`config.mk`:
```
export PLATFORM = sky130hd
export DESIGN_NAME = multicycle_ctrl
export DESIGN_NICKNAME = d
export VERILOG_FILES = /design/src/rtl/multicycle_ctrl.sv
export SDC_FILE = /design/constraint.sdc
export NUM_CORES = 1
export LEC_CHECK = 0
export BUFFER_PORTS_ARGS = -buffer_cell sky130_fd_sc_hd__buf_2
export CORE_ASPECT_RATIO = 1.25
export CORE_MARGIN = 8
export CORE_UTILIZATION = 40
export CTS_BUF_LIST = sky130_fd_sc_hd__clkbuf_4
export CTS_CLUSTER_DIAMETER = 80
export DETAILED_ROUTE_END_ITERATION = 12
export GPL_ROUTABILITY_DRIVEN = 0
export PLACE_DENSITY = 0.79
export SLEW_MARGIN = 20
export SYNTH_ARGS = -nofsm -noshare
export SYNTH_HDL_FRONTEND = slang
export SYNTH_SLANG_ARGS = --single-unit
```
`constraint.sdc`:
```
create_clock -name CLK -period 1.35 [get_ports CLK]
set_input_delay 0.0675 -clock CLK [delete_from_list [all_inputs] [get_ports CLK]]
set_output_delay 0.0675 -clock CLK [all_outputs]
set_load 0.02 [all_outputs]
```
`src/rtl/multicycle_ctrl.sv`:
```
`default_nettype none
// ============================================================================
// Module   : multicycle_ctrl
// Brief    : Control FSM for the multicycle RV32I datapath around a shared ALU.
//            Walks each instruction through IF/ID/EX/MEM/WB, drives the ALU
//            operand selects and operation, strobes IR/PC/RF/target writes,
//            and handshakes with instruction and data memory.
//            It halts on ECALL or on an unknown opcode.
// Options  : PERF_CNT_EN - adds the cycle_cnt / instret_cnt counter outputs.
// Revision : 1.0 - initial release
// ============================================================================
module multicycle_ctrl #(
  parameter logic [2:0]  RESET_STATE = 3'd0,
  parameter logic [31:0] ECALL_WORD  = 32'h0000_0073
) (
  input  logic        CLK,
  input  logic        RSTn,
  input  logic [31:0] instr,
  input  logic        imem_ready,
  input  logic        dmem_ready,
  input  logic        alu_zero,
  output logic        imem_req,
  output logic        ir_we,
  output logic        pc_we,
  output logic        pc_sel,
  output logic        tgt_we,
  output logic [1:0]  a_sel,
  output logic        b_sel,
  output logic        is_sign,
  output logic [4:0]  alu_control,
  output logic        dmem_re,
  output logic        dmem_we,
  output logic        rf_we,
  output logic [1:0]  wb_sel,
  output logic        halt,
  output logic        illegal,
  output logic [2:0]  state
`ifdef PERF_CNT_EN
  ,
  output logic [31:0] cycle_cnt,
  output logic [31:0] instret_cnt
`endif
);

  typedef enum logic [2:0] {
    ST_IF   = 3'd0,
    ST_ID   = 3'd1,
    ST_EX   = 3'd2,
    ST_MEM  = 3'd3,
    ST_WB   = 3'd4,
    ST_HALT = 3'd5
  } state_t;

  localparam logic [6:0] OPC_LUI    = 7'b0110111;
  localparam logic [6:0] OPC_AUIPC  = 7'b0010111;
  localparam logic [6:0] OPC_JAL    = 7'b1101111;
  localparam logic [6:0] OPC_JALR   = 7'b1100111;
  localparam logic [6:0] OPC_BRANCH = 7'b1100011;
  localparam logic [6:0] OPC_LOAD   = 7'b0000011;
  localparam logic [6:0] OPC_STORE  = 7'b0100011;
  localparam logic [6:0] OPC_OPIMM  = 7'b0010011;
  localparam logic [6:0] OPC_OP     = 7'b0110011;

  localparam logic [4:0] ALU_ADD  = 5'd0;
  localparam logic [4:0] ALU_SUB  = 5'd1;
  localparam logic [4:0] ALU_AND  = 5'd2;
  localparam logic [4:0] ALU_OR   = 5'd3;
  localparam logic [4:0] ALU_XOR  = 5'd4;
  localparam logic [4:0] ALU_SLL  = 5'd5;
  localparam logic [4:0] ALU_SRL  = 5'd6;
  localparam logic [4:0] ALU_SRA  = 5'd7;
  localparam logic [4:0] ALU_SLT  = 5'd8;
  localparam logic [4:0] ALU_JALR = 5'd9;

  localparam logic [1:0] WB_ALU  = 2'd0;
  localparam logic [1:0] WB_LOAD = 2'd1;
  localparam logic [1:0] WB_PC4  = 2'd2;

  // Registered state
  state_t state_q, state_d;
  logic   halt_q, halt_d;
  logic   illegal_q, illegal_d;

  // Ungated combinational strobes (forced low below while in reset)
  logic       imem_req_c, ir_we_c, pc_we_c, pc_sel_c, tgt_we_c;
  logic [1:0] a_sel_c;
  logic       b_sel_c, is_sign_c;
  logic [4:0] alu_c;
  logic       dmem_re_c, dmem_we_c, rf_we_c;
  logic [1:0] wb_sel_c;

  // Instruction fields and opcode classes
  logic [6:0] opcode;
  logic [2:0] funct3;
  logic       is_lui, is_auipc, is_jal, is_jalr, is_branch;
  logic       is_load, is_store, is_opimm, is_op, is_known, is_ecall;
  logic       alt_mod;

  assign opcode    = instr[6:0];
  assign funct3    = instr[14:12];
  assign is_lui    = (opcode == OPC_LUI);
  assign is_auipc  = (opcode == OPC_AUIPC);
  assign is_jal    = (opcode == OPC_JAL);
  assign is_jalr   = (opcode == OPC_JALR);
  assign is_branch = (opcode == OPC_BRANCH);
  assign is_load   = (opcode == OPC_LOAD);
  assign is_store  = (opcode == OPC_STORE);
  assign is_opimm  = (opcode == OPC_OPIMM);
  assign is_op     = (opcode == OPC_OP);
  assign is_ecall  = (instr == ECALL_WORD);
  assign is_known  = is_lui | is_auipc | is_jal | is_jalr | is_branch |
                     is_load | is_store | is_opimm | is_op;

  // funct7[5] selects SUB/SRA; for immediates it is an imm bit except on shifts
  assign alt_mod = instr[30] & (is_op | (funct3 == 3'b101));

  // Per-state strobe decode and next-state selection
  always_comb begin
    state_d    = state_q;
    halt_d     = halt_q;
    illegal_d  = illegal_q;
    imem_req_c = 1'b0;
    ir_we_c    = 1'b0;
    pc_we_c    = 1'b0;
    pc_sel_c   = 1'b0;
    tgt_we_c   = 1'b0;
    a_sel_c    = 2'd0;
    b_sel_c    = 1'b0;
    is_sign_c  = 1'b0;
    alu_c      = ALU_ADD;
    dmem_re_c  = 1'b0;
    dmem_we_c  = 1'b0;
    rf_we_c    = 1'b0;
    wb_sel_c   = WB_ALU;

    case (state_q)
      ST_IF: begin
        imem_req_c = 1'b1;
        if (imem_ready) begin
          ir_we_c = 1'b1;
          state_d = ST_ID;
        end
      end

      ST_ID: begin
        // Branch/JAL target PC+imm is computed here while decoding
        a_sel_c  = 2'd1;
        b_sel_c  = 1'b1;
        alu_c    = ALU_ADD;
        tgt_we_c = 1'b1;
        if (is_ecall) begin
          state_d = ST_HALT;
          halt_d  = 1'b1;
        end else if (is_jal | is_lui | is_auipc) begin
          state_d = ST_WB;
        end else if (is_known) begin
          state_d = ST_EX;
        end else begin
          state_d   = ST_HALT;
          halt_d    = 1'b1;
          illegal_d = 1'b1;
        end
      end

      ST_EX: begin
        if (is_op | is_opimm) begin
          b_sel_c = is_opimm;
          case (funct3)
            3'b000:  alu_c = alt_mod ? ALU_SUB : ALU_ADD;
            3'b001:  alu_c = ALU_SLL;
            3'b010:  begin alu_c = ALU_SLT; is_sign_c = 1'b1; end
            3'b011:  alu_c = ALU_SLT;
            3'b100:  alu_c = ALU_XOR;
            3'b101:  alu_c = alt_mod ? ALU_SRA : ALU_SRL;
            3'b110:  alu_c = ALU_OR;
            default: alu_c = ALU_AND;
          endcase
          state_d = ST_WB;
        end else if (is_load | is_store) begin
          b_sel_c = 1'b1;
          state_d = ST_MEM;
        end else if (is_branch) begin
          // SLT yields 1 (non-zero) when less-than, SUB yields 0 when equal
          pc_we_c = 1'b1;
          case (funct3)
            3'b000:  begin alu_c = ALU_SUB; pc_sel_c = alu_zero; end
            3'b001:  begin alu_c = ALU_SUB; pc_sel_c = ~alu_zero; end
            3'b100:  begin alu_c = ALU_SLT; is_sign_c = 1'b1; pc_sel_c = ~alu_zero; end
            3'b101:  begin alu_c = ALU_SLT; is_sign_c = 1'b1; pc_sel_c = alu_zero; end
            3'b110:  begin alu_c = ALU_SLT; pc_sel_c = ~alu_zero; end
            3'b111:  begin alu_c = ALU_SLT; pc_sel_c = alu_zero; end
            default: begin alu_c = ALU_SUB; pc_sel_c = 1'b0; end
          endcase
          state_d = ST_IF;
        end else if (is_jalr) begin
          b_sel_c  = 1'b1;
          alu_c    = ALU_JALR;
          tgt_we_c = 1'b1;
          state_d  = ST_WB;
        end else begin
          // Not reachable from ID; treat a corrupted IR as illegal
          state_d   = ST_HALT;
          halt_d    = 1'b1;
          illegal_d = 1'b1;
        end
      end

      ST_MEM: begin
        if (is_load) begin
          dmem_re_c = 1'b1;
          if (dmem_ready) state_d = ST_WB;
        end else begin
          dmem_we_c = 1'b1;
          if (dmem_ready) begin
            pc_we_c  = 1'b1;
            pc_sel_c = 1'b0;
            state_d  = ST_IF;
          end
        end
      end

      ST_WB: begin
        rf_we_c = 1'b1;
        pc_we_c = 1'b1;
        if (is_load) begin
          wb_sel_c = WB_LOAD;
        end else if (is_jal | is_jalr) begin
          wb_sel_c = WB_PC4;
          pc_sel_c = 1'b1;
        end else if (is_lui) begin
          a_sel_c = 2'd2;
          b_sel_c = 1'b1;
        end else if (is_auipc) begin
          a_sel_c = 2'd1;
          b_sel_c = 1'b1;
        end
        state_d = ST_IF;
      end

      ST_HALT: begin
        state_d = ST_HALT;
      end

      default: begin
        // Unused encodings recover to fetch
        state_d = ST_IF;
      end
    endcase
  end

  // State, halt and illegal registers with synchronous active-low reset
  always_ff @(posedge CLK) begin
    if (!RSTn) begin
      state_q   <= state_t'(RESET_STATE);
      halt_q    <= 1'b0;
      illegal_q <= 1'b0;
    end else begin
      state_q   <= state_d;
      halt_q    <= halt_d;
      illegal_q <= illegal_d;
    end
  end

  // All outputs read as zero while reset is asserted
  assign imem_req    = RSTn & imem_req_c;
  assign ir_we       = RSTn & ir_we_c;
  assign pc_we       = RSTn & pc_we_c;
  assign pc_sel      = RSTn & pc_sel_c;
  assign tgt_we      = RSTn & tgt_we_c;
  assign a_sel       = RSTn ? a_sel_c : 2'd0;
  assign b_sel       = RSTn & b_sel_c;
  assign is_sign     = RSTn & is_sign_c;
  assign alu_control = RSTn ? alu_c : 5'd0;
  assign dmem_re     = RSTn & dmem_re_c;
  assign dmem_we     = RSTn & dmem_we_c;
  assign rf_we       = RSTn & rf_we_c;
  assign wb_sel      = RSTn ? wb_sel_c : 2'd0;
  assign halt        = RSTn & halt_q;
  assign illegal     = RSTn & illegal_q;
  assign state       = RSTn ? state_q : 3'd0;

`ifdef PERF_CNT_EN
  logic [31:0] cycle_cnt_q;
  logic [31:0] instret_cnt_q;

  // Free-running cycle and retired-instruction counters (wrap at 2^32)
  always_ff @(posedge CLK) begin
    if (!RSTn) begin
      cycle_cnt_q   <= 32'd0;
      instret_cnt_q <= 32'd0;
    end else begin
      if (state_q != ST_HALT) cycle_cnt_q <= cycle_cnt_q + 32'd1;
      if (pc_we_c)            instret_cnt_q <= instret_cnt_q + 32'd1;
    end
  end

  assign cycle_cnt   = RSTn ? cycle_cnt_q : 32'd0;
  assign instret_cnt = RSTn ? instret_cnt_q : 32'd0;
`endif

endmodule
`default_nettype wire

```
==> flow_metrics.env <==
export IMPL_status="complete, but fails checks"
export IMPL_violations="negative setup slack"
export IMPL_grt_pass1_vias=1495
export IMPL_slew_violations=0
export IMPL_path_delay_family="flip-flops"
export IMPL_crit_type="register to output port"
export IMPL_crit_arrival_ns=1.50
export IMPL_start_kind="register"
export IMPL_yosysTopAreaCell="dfxtp_1"
export IMPL_cts_sinks=5
export IMPL_min_from="dmem_ready"
export IMPL_grt_max_degree=14
export IMPL_core_area_mm2=0.00235
export IMPL_insertion_delay_ns=0.25
export IMPL_cts_buffers=3
export IMPL_multi_input_comb_area_um2=901
export IMPL_gr_total_overflow=0
export IMPL_max_stage_delay_ns=0.37
export IMPL_syn_nets=186
export IMPL_cp_cell_sequence="nor3b_4, buf_4, nand2_4, a21oi_2, o31a_1, buf_6"
export IMPL_min_path_cells=3
export IMPL_dpl_hpwl_mm=3.30
export IMPL_first_pass_iters=4
export IMPL_cp_end_kind="output port"
export IMPL_cts_tree="built"
export IMPL_min_period_ns=1.57
export IMPL_drc=0
export IMPL_slowest_stage="dfxtp_4"
export IMPL_ys_ff_latch=5
export IMPL_htreeDepth=1
export IMPL_avgViaCountPerCell=5.60
export IMPL_fin_skew_ns=0.00773
export IMPL_rrSetupSlack_ns=0.02
export IMPL_wl_per_cell_um=15.9
export IMPL_root_buffer="clkbuf_4"
export IMPL_hp_class="input port to register"
export IMPL_vias=1479
export IMPL_ant_nets=0
export IMPL_cts_max_path_buffers=2
export IMPL_grt_antenna_before_repair=0
export IMPL_critPathBufInv=2
export IMPL_clkTransAtPathRegs_ns=0.05
export IMPL_syn_inst=149
export IMPL_port_buffers=59
export IMPL_finalNetCount=269
export IMPL_grt_pass1_wl_mm=6.49
export IMPL_hold_viol_final=0
export IMPL_dieHeight_um=70.8
export IMPL_synth_flop_cell="dfxtp_1"
export IMPL_fin_crit_sh_pct=116
export IMPL_synthTopCellsByCount="nand2_1, nor2_1, and2_1, nand2b_1"
export IMPL_synth_edf_count=0
export IMPL_start_util_pct=40.9
export IMPL_leakage_nw=0.796
export IMPL_synth_area_per_cell_um2=6.45
export IMPL_fmax_mhz=638
export IMPL_r2r_start="state_q[1]"
export IMPL_finish_utilization_pct=71.7
export IMPL_holdWs_ns=0.228
export IMPL_syn_to_final_growth_pct=75.5
export IMPL_powerDensity_mw_per_mm2=455
export IMPL_rr_endpoint="state_q[0]"
export IMPL_peakVddDrop_v=0.000515
export IMPL_dieArea_mm2=0.00424
export IMPL_dp_slack_ns=-0.0651
export IMPL_diodes=0
export IMPL_synth_area_um2=961
export IMPL_drt_total_wl_mm=4.21
export IMPL_yosysMostFrequentCell="nand2_1"
export IMPL_die_x_um=59.8
export IMPL_num_rows=20
export IMPL_ys_warn_count=0
export IMPL_yosysSeqAreaShare_pct=10.4
export IMPL_grt_total_usage_pct=18.9
export IMPL_drtIter0Drc=69
export IMPL_cts_hold_buf=0
export IMPL_rsz0062_at_grt="true"
export IMPL_setup_viol=16
export IMPL_cp_required_ns=1.28
export IMPL_rr_worst_depth=4
export IMPL_layout_setup_ws_ns=-0.218
export IMPL_fin_area_mm2=0.00169
export IMPL_drive_gt1_share_pct=51.1
export IMPL_seq_area_um2=111
export IMPL_yosys_cell_types_count=41
export IMPL_cp_max_fo=7
export IMPL_maxCapViolCount=0
export IMPL_min_to="state_q[1]"
export IMPL_synth_top_cell_area_share_pct=10.4
export IMPL_async_flop_share_pct=0
export IMPL_io_pins=61
export IMPL_ys_top_cells_by_area="dfxtp_1, nand2_1, and2_1"
export IMPL_placed_area_mm2=0.00150
export IMPL_n_fill_cell=213
==> sequential cells by signal, indices dropped and copies added, names as in the netlist <==
register   flops
halt_q         1
illegal_q      1
state_q        3
==> layout make-up <==
cell class,instances,share of cell area [%]
repair buffers,89,34.9
well taps,33,2.45
clock buffers,4,1.78
inverters,4,0.890
flip-flops and latches,5,6.60
multi-input cells,129,53.4
==> worst max-delay path by stage <==
stage | cells past startpoint | endpoint | startpoint | slack, ns
global route | 5 | pc_sel | state_q[1] | -0.27
detailed placement | 5 | pc_sel | state_q[1] | -0.07
finish | 6 | b_sel | state_q[1] | -0.22
CTS | 5 | pc_sel | state_q[1] | -0.21
global placement | 4 | a_sel[1] | state_q[0] | -0.03
floorplan | 5 | pc_we | state_q[0] | -0.07
==> metrics by stage <==
step	TNS [ns]	total power (W)	std cells
detailed placement	-0.165	0.000525	257
finish	-1.55	0.000768	264
CTS	-1.71	0.000765	261
floorplan	-0.0721	0.000367	149
global route	-2.63	0.000816	264
global placement	-0.0649	0.000522	257
==> power by group <==
group          switching [W]  total (W)  internal, W
combinational       0.000209   0.000393     0.000185
sequential         0.0000135   0.000172     0.000159
clock              0.0000703   0.000203     0.000132
total               0.000292   0.000768     0.000476
==> routing by layer <==
layer / GRT usage (%) / vias up / part of all wire, %
li1: - / 715 / -
met1: 17.8 / 668 / 36
met2: 34.4 / 82 / 50
met3: 6.35 / 14 / 11
met4: 9.57 / 0 / 3.1
met5: 0 / - / 0
==> what timing repair did <==
item | CTS | global route
resized for setup | 37 | 6
hold endpoints to repair | 0 | 0
setup endpoints to repair | 19 | 19
pin swaps | 5 | 6
setup buffers | 0 | 3
==> kinds of logic (layout without fill, tap and decap cells) <==
kind of cell           count (synthesis)  count (layout)  synth area share (%)
AND/OR/NAND/NOR                       89              89                  53.0
AO/OA/AOI/OAI                         38              38                  28.0
buffers and inverters                 15              97                  7.29
flip-flops                             5               5                  10.4
other                                  1               1                 0.390
XOR/XNOR                               1               1                 0.912
==> cells in the final DEF (no fill, tap or decap), types with 2 or more instances in the layout <==
cell      instances
a31oi_1           2
and2_1            7
a41o_1            2
a22oi_1           2
nand2b_1          8
o31ai_1           2
nand4b_1          2
nor3_1            4
buf_4            37
nand2_1          15
nand3_1           6
o22ai_1           3
nor2b_1           5
and2_4            2
nor2_1           14
o31a_1            2
a211o_1           3
and3b_1           3
nor4_1            8
a21oi_1           3
o21ai_0           6
dfxtp_1           2
or3_1             2
nor3_4            3
clkbuf_4          4
inv_1             4
buf_2            44
a21oi_2           3
dfxtp_4           3
buf_6             8
==> worst register-to-register path, delay by kind of cell, from the launching register on <==
kind / cells / cell delay [ns]
flops: 1 / 0.36
compound gates: 2 / 0.55
simple gates: 1 / 0.16
buf+inv: 1 / 0.14
Note: power is estimated with default switching activity, not from simulation.
